**src/rtl/nw_fill_engine.sv**
```systemverilog
// rtl/nw_fill_engine.sv - Needleman-Wunsch matrix fill sequencer with saturating score datapath
`timescale 1ns/1ps
module nw_fill_engine #(
    parameter int N            = 128,
    parameter int AW           = $clog2(N + 1),
    parameter int W            = 9,
    parameter int SYM_W        = 3,
    parameter int DEF_GAP      = -2,
    parameter int DEF_MATCH    = 1,
    parameter int DEF_MISMATCH = -1
) (
    input  logic                 clk,
    input  logic                 rst,
    input  logic                 start,
    input  logic                 cfg_use_def,
    input  logic signed [W-1:0]  cfg_gap,
    input  logic signed [W-1:0]  cfg_match,
    input  logic signed [W-1:0]  cfg_mismatch,
    input  logic [AW-1:0]        len_a,
    input  logic [AW-1:0]        len_b,
    input  logic                 stall,
    input  logic [SYM_W-1:0]     a,
    input  logic [SYM_W-1:0]     b,
    input  logic signed [W-1:0]  diag,
    input  logic signed [W-1:0]  up,
    input  logic signed [W-1:0]  left,
    output logic                 rd_en,
    output logic [AW-1:0]        i,
    output logic [AW-1:0]        j,
    output logic                 wr_en,
    output logic signed [W-1:0]  wr_score,
    output logic [2:0]           wr_sym,
    output logic                 busy,
    output logic                 done,
    output logic signed [W-1:0]  final_score
);

    localparam int IW = W + AW + 1;
    localparam logic signed [IW-1:0] SMAX = IW'((1 << (W - 1)) - 1);
    localparam logic signed [IW-1:0] SMIN = IW'(-(1 << (W - 1)));
    localparam logic [AW-1:0] NMAX = AW'(N);

    typedef enum logic [2:0] {
        S_IDLE, S_INIT_COL, S_INIT_ROW, S_RD, S_CALC, S_WR, S_DONE
    } state_t;

    state_t state, state_n;

    logic [AW-1:0]        i_n, j_n, la, lb;
    logic signed [W-1:0]  gap_r, match_r, mis_r;
    logic signed [W-1:0]  res_score;
    logic [2:0]           res_sym;
    logic                 load_cfg, calc_en, load_final;

    function automatic logic signed [IW-1:0] ext(input logic signed [W-1:0] x);
        return IW'(x);
    endfunction

    function automatic logic signed [W-1:0] sat(input logic signed [IW-1:0] v);
        if (v > SMAX)      return SMAX[W-1:0];
        else if (v < SMIN) return SMIN[W-1:0];
        else               return v[W-1:0];
    endfunction

    // Boundary score k*gap, k being the row index in INIT_COL and column index in INIT_ROW
    logic [AW-1:0]        k_idx;
    logic signed [IW-1:0] kg;
    logic signed [W-1:0]  init_score;

    always_comb begin
        k_idx      = (state == S_INIT_ROW) ? j : i;
        kg         = $signed({{(IW - AW){1'b0}}, k_idx}) * ext(gap_r);
        init_score = sat(kg);
    end

    logic signed [W-1:0] s_sel, cd, cu, cl, mx;
    logic [2:0]          sym;

    always_comb begin
        s_sel = (a == b) ? match_r : mis_r;
        cd    = sat(ext(diag) + ext(s_sel));
        cu    = sat(ext(up) + ext(gap_r));
        cl    = sat(ext(left) + ext(gap_r));
        mx    = cd;
        if (cu > mx) mx = cu;
        if (cl > mx) mx = cl;
        sym   = {cd == mx, cu == mx, cl == mx};
    end

    always_comb begin
        state_n    = state;
        i_n        = i;
        j_n        = j;
        load_cfg   = 1'b0;
        calc_en    = 1'b0;
        load_final = 1'b0;
        case (state)
            S_IDLE: begin
                if (start) begin
                    load_cfg = 1'b1;
                    i_n      = '0;
                    j_n      = '0;
                    state_n  = S_INIT_COL;
                end
            end
            S_INIT_COL: begin
                if (i == la) begin
                    if (lb == '0) begin
                        state_n = S_DONE;
                    end else begin
                        i_n     = '0;
                        j_n     = AW'(1);
                        state_n = S_INIT_ROW;
                    end
                end else begin
                    i_n = i + 1'b1;
                end
            end
            S_INIT_ROW: begin
                if (j == lb) begin
                    if (la == '0) begin
                        state_n = S_DONE;
                    end else begin
                        i_n     = AW'(1);
                        j_n     = AW'(1);
                        state_n = S_RD;
                    end
                end else begin
                    j_n = j + 1'b1;
                end
            end
            S_RD:   state_n = S_CALC;
            S_CALC: begin
                calc_en = 1'b1;
                state_n = S_WR;
            end
            S_WR: begin
                if (j == lb) begin
                    if (i == la) begin
                        load_final = 1'b1;
                        state_n    = S_DONE;
                    end else begin
                        j_n     = AW'(1);
                        i_n     = i + 1'b1;
                        state_n = S_RD;
                    end
                end else begin
                    j_n     = j + 1'b1;
                    state_n = S_RD;
                end
            end
            S_DONE:  state_n = S_IDLE;
            default: state_n = S_IDLE;
        endcase
        if (stall) begin
            state_n    = state;
            i_n        = i;
            j_n        = j;
            load_cfg   = 1'b0;
            calc_en    = 1'b0;
            load_final = 1'b0;
        end
    end

    always_ff @(posedge clk or posedge rst) begin
        if (rst) begin
            state       <= S_IDLE;
            i           <= '0;
            j           <= '0;
            la          <= '0;
            lb          <= '0;
            gap_r       <= W'(DEF_GAP);
            match_r     <= W'(DEF_MATCH);
            mis_r       <= W'(DEF_MISMATCH);
            res_score   <= '0;
            res_sym     <= '0;
            final_score <= '0;
        end else begin
            state <= state_n;
            i     <= i_n;
            j     <= j_n;
            if (load_cfg) begin
                la      <= (len_a > NMAX) ? NMAX : len_a;
                lb      <= (len_b > NMAX) ? NMAX : len_b;
                gap_r   <= cfg_use_def ? W'(DEF_GAP)      : cfg_gap;
                match_r <= cfg_use_def ? W'(DEF_MATCH)    : cfg_match;
                mis_r   <= cfg_use_def ? W'(DEF_MISMATCH) : cfg_mismatch;
            end
            if (calc_en) begin
                res_score <= mx;
                res_sym   <= sym;
            end
            if (load_final) final_score <= res_score;
        end
    end

    always_comb begin
        rd_en    = (state == S_RD) && !stall;
        wr_en    = ((state == S_INIT_COL) || (state == S_INIT_ROW) || (state == S_WR)) && !stall;
        busy     = (state != S_IDLE);
        done     = (state == S_DONE);
        wr_score = '0;
        wr_sym   = 3'b000;
        case (state)
            S_INIT_COL: begin
                wr_score = init_score;
                wr_sym   = (i == '0) ? 3'b000 : 3'b010;
            end
            S_INIT_ROW: begin
                wr_score = init_score;
                wr_sym   = 3'b001;
            end
            S_WR: begin
                wr_score = res_score;
                wr_sym   = res_sym;
            end
            default: ;
        endcase
    end

endmodule

```
**config.mk**
```make
export PLATFORM = sky130hd
export DESIGN_NAME = nw_fill_engine
export DESIGN_NICKNAME = d
export VERILOG_FILES = /design/src/rtl/nw_fill_engine.sv
export SDC_FILE = /design/constraint.sdc
export NUM_CORES = 1
export LEC_CHECK = 0
export ABC_AREA = 0
export BUFFER_PORTS_ARGS = -buffer_cell sky130_fd_sc_hd__buf_2
export CAP_MARGIN = 5
export CORE_MARGIN = 2
export CORE_UTILIZATION = 55
export CTS_BUF_LIST = sky130_fd_sc_hd__clkbuf_8
export DETAILED_ROUTE_END_ITERATION = 8
export PLACE_DENSITY = 0.89
export REMOVE_ABC_BUFFERS = 1
export SLEW_MARGIN = 10
export SYNTH_ARGS = -nofsm -noshare
export SYNTH_HDL_FRONTEND = slang
export SYNTH_SLANG_ARGS = --single-unit
```
**constraint.sdc**
```tcl
create_clock -name clk -period 8.1 [get_ports clk]
set_clock_uncertainty 0.2 [all_clocks]
set_input_delay 1.215 -clock clk [delete_from_list [all_inputs] [get_ports clk]]
set_output_delay 1.215 -clock clk [all_outputs]
set_load 0.005 [all_outputs]
```
==> results.sh <==
export IMPL_status="finished with violations"
export IMPL_violations="setup timing"
export IMPL_synth_seq_cells=83
export IMPL_synthMuxAreaShare_pct=4.55
export IMPL_r2r_end="res_sym[2]"
export IMPL_gp_congestion=0.967
export IMPL_viasPerCell=6.09
export IMPL_maxSlewHeadroom_pct=24.2
export IMPL_io_pins=122
export IMPL_yosysTopAreaCell="dfrtp_1"
export IMPL_num_antenna_cells=0
export IMPL_hold_path_class="flop to flop"
export IMPL_drv_slew=0
export IMPL_stdcell_count=1592
export IMPL_via_count=9700
export IMPL_fmax_ghz=0.123
export IMPL_firstDrtPassIters=7
export IMPL_holdPathEnd="mis_r[1]"
export IMPL_ant_nets=0
export IMPL_fin_crit_ps=8140
export IMPL_grt_max_degree=85
export IMPL_synthToLayoutAreaGrowth_pct=23.2
export IMPL_core_area_sq_um=17200
export IMPL_synth_compound_area_share_pct=18.5
export IMPL_critical_path_slowest_cell="fa_1"
export IMPL_cts_buffer_depth=2
export IMPL_drc=0
export IMPL_r2r_slack_ps=790
export IMPL_synthAdderAreaFrac_pct=22.7
export IMPL_reg2reg_from="gap_r[0]"
export IMPL_dp_cells=1549
export IMPL_synth_area_leaders="dfrtp_1 17%, ha_1 13%, fa_1 9.6%"
export IMPL_required_ps=6680
export IMPL_insertion_delay_ps=380
export IMPL_core_rowCount=48
export IMPL_synth_yosys_seq_area_share_pct=21.9
export IMPL_grt_pass1_vias=9424
export IMPL_wirelength_um=29800
export IMPL_critPathCaptureType="output port"
export IMPL_finalWorstSetupSlack_ps=-38.5
export IMPL_die_y_um=136
export IMPL_clock_sinks=83
export IMPL_die_area_sq_um=18500
export IMPL_wl_per_cell_um=18.7
export IMPL_syn_area_per_cell_sq_um=8.19
export IMPL_critPathMaxStageDelay_ps=500
export IMPL_grt_ovfl_total=0
export IMPL_netlist_area_leader_share_pct=17.0
export IMPL_port_buffers=121
export IMPL_h_tree_depth=3
export IMPL_clock_root_buffer="clkbuf_8"
export IMPL_yosysWarningCount=0
export IMPL_layout_nets=1589
export IMPL_cp_common_cell="buf_4"
export IMPL_ff2ff_path_depth=31
export IMPL_start_util_pct=55.8
export IMPL_track_usage_pct=30.5
export IMPL_die_w_um=136
export IMPL_fillers=1243
export IMPL_async_reset_ff_share_pct=100
export IMPL_cp_data_arrival_time_ps=6720
export IMPL_tightest_slew_ps=1130
export IMPL_path_clk_slew_ps=100
export IMPL_synthFlopType="dfrtp_1"
export IMPL_crit_type="flop to output port"
export IMPL_initialDrtViolationCount=1003
export IMPL_synth_area_sq_um=9580
export IMPL_synthSimpleGateAreaFrac_pct=20.4
export IMPL_holdPathStages=2
export IMPL_critical_path_max_fanout=8
export IMPL_hold_violations=0
export IMPL_synth_top_family_by_area="adder cells"
export IMPL_tritoncts="built"
export IMPL_period_share_pct=100
export IMPL_grt_pass1_wl_um=44900
export IMPL_start_kind="flop"
export IMPL_synth_xor_area_share_pct=6.49
export IMPL_place_hpwl_um=21200
export IMPL_final_layout_size_suffix_gt1_share_pct=28.3
export IMPL_setup_viol=2
export IMPL_grt_antenna_before_repair=2
export IMPL_synth_distinct_cells=76
export IMPL_synth_edf_count=0
export IMPL_maxCapViolations=0
export IMPL_hp_start="mis_r[1]"
export IMPL_synthCells=1170
export IMPL_cts_buffers=9
==> timing repair <==
item                       in CTS  in global routing
setup endpoints to repair       9                 21
pin swaps                      10                 59
gates resized for setup        36                 81
buffers inserted                7                 20
hold buffers                    0                  0
==> cell usage in the layout, fill, tap and decap left out, types with 12 or more instances in the layout <==
cell type  synthesis  layout
fa_1              46      42
nor2_1            82      77
inv_1             99      93
nand2_2            0      13
ha_1             100      87
o21a_1            16      16
ha_4               0      12
nand2b_1          41      39
o21ai_0          105      97
buf_2              0     121
a21o_1            13      12
nand2_1          173     154
nor3_1            17      15
dfstp_2           18      18
xor2_1            36      36
mux2_2            25      25
o211ai_1          12      12
a21oi_1           43      34
mux2i_1           12      12
nor2b_1           16      15
dfrtp_1           65      64
buf_4              0      96
and2_1            21      20
xnor2_1           35      34
nand3_1           17      17
o21ai_1           10      13
==> area by class of cell <==
type / count / area [sq um] / area share [%]
clock buffer: 9 / 124 / 1.05
timing repair buffer: 222 / 1390 / 11.8
multi-input combinational: 947 / 7430 / 63.0
tap: 225 / 282 / 2.39
clock inverter: 7 / 100 / 0.848
inverter: 99 / 373 / 3.16
sequential: 83 / 2100 / 17.8
==> flip-flops by register name, indices dropped and copies added, names as in the netlist <==
| register | count |
|---|---|
| mis_r | 9 |
| state | 3 |
| i | 8 |
| final_score | 9 |
| res_score | 9 |
| lb | 8 |
| gap_r | 9 |
| match_r | 9 |
| res_sym | 3 |
| la | 8 |
| j | 8 |
==> worst max path at each step <==
stage,start,end,slack [ps],cells past startpoint
after global placement,b[0],res_sym[2],-100,36
after CTS,state[0],wr_score[0],2,28
after floorplan,b[0],res_sym[2],-800,35
after detailed placement,state[0],wr_score[7],-330,27
after global routing,state[0],wr_score[0],-320,28
final,state[0],wr_score[0],-40,28
==> kinds of logic after synthesis <==
group	after synthesis
AOI/OAI and AO/OA	274
buffers and inverters	140
DFF	83
xor gates and xnor gates	71
adders and majority gates	146
and+or+nand+nor	417
muxes	39
==> synth_stat cells (4+ instances only) <==
cell type,count
a31oi_1,6
nand4_1,8
nor3_1,17
or2_2,9
inv_1,99
or3_1,4
a211oi_1,8
xor2_1,36
dfstp_2,18
and3_1,5
dfrtp_1,65
o21ai_1,10
mux2_2,25
and2_1,21
nor4_1,14
o21ai_0,105
o21a_1,16
o211ai_1,12
nand2_1,173
o311ai_0,4
xnor2_1,35
mux2i_1,12
nor2b_1,16
ha_1,100
nor2_1,82
nand2b_1,41
buf_1,9
clkbuf_1,31
fa_1,46
o31ai_1,8
a21o_1,13
nand3_1,17
a21oi_1,43
==> through the flow <==
step / TNS [ps] / utilization (%) / area, sq um / hold WS [ps] / setup WS (ps)
floorplan: -7750 / - / 9420 / 244 / -802
global placement: -384 / 63.3 / 10900 / 256 / -98.3
detailed placement: -4140 / 63.3 / 10900 / 271 / -326
CTS: 0 / 65.6 / 11300 / 284 / 1.94
global route: -2360 / 68.7 / 11800 / 321 / -322
finish: -75.7 / 68.7 / 11800 / 282 / -38.5
==> critical path, delay by kind of cell (launching register included) <==
| family | cells | cell delay, ps |
|---|---|---|
| fa+ha+maj | 6 | 2350 |
| simple gates | 9 | 1730 |
| buf+inv | 7 | 1010 |
| compound gates | 6 | 840 |
| flops | 1 | 400 |
==> layer usage <==
metal | wire, um | share of wire (%) | global-route usage, % | up-vias
met5 | 28 | 0.094 | 0 | -
li1 | - | - | - | 4418
met1 | 11300 | 38 | 36.4 | 4591
met4 | 1700 | 5.7 | 16.7 | 2
met3 | 2160 | 7.2 | 5.97 | 153
met2 | 14600 | 49 | 51.8 | 536
Power is not shown: default switching activity piles up to over one toggle a cycle in this logic, so the estimate is an artifact.
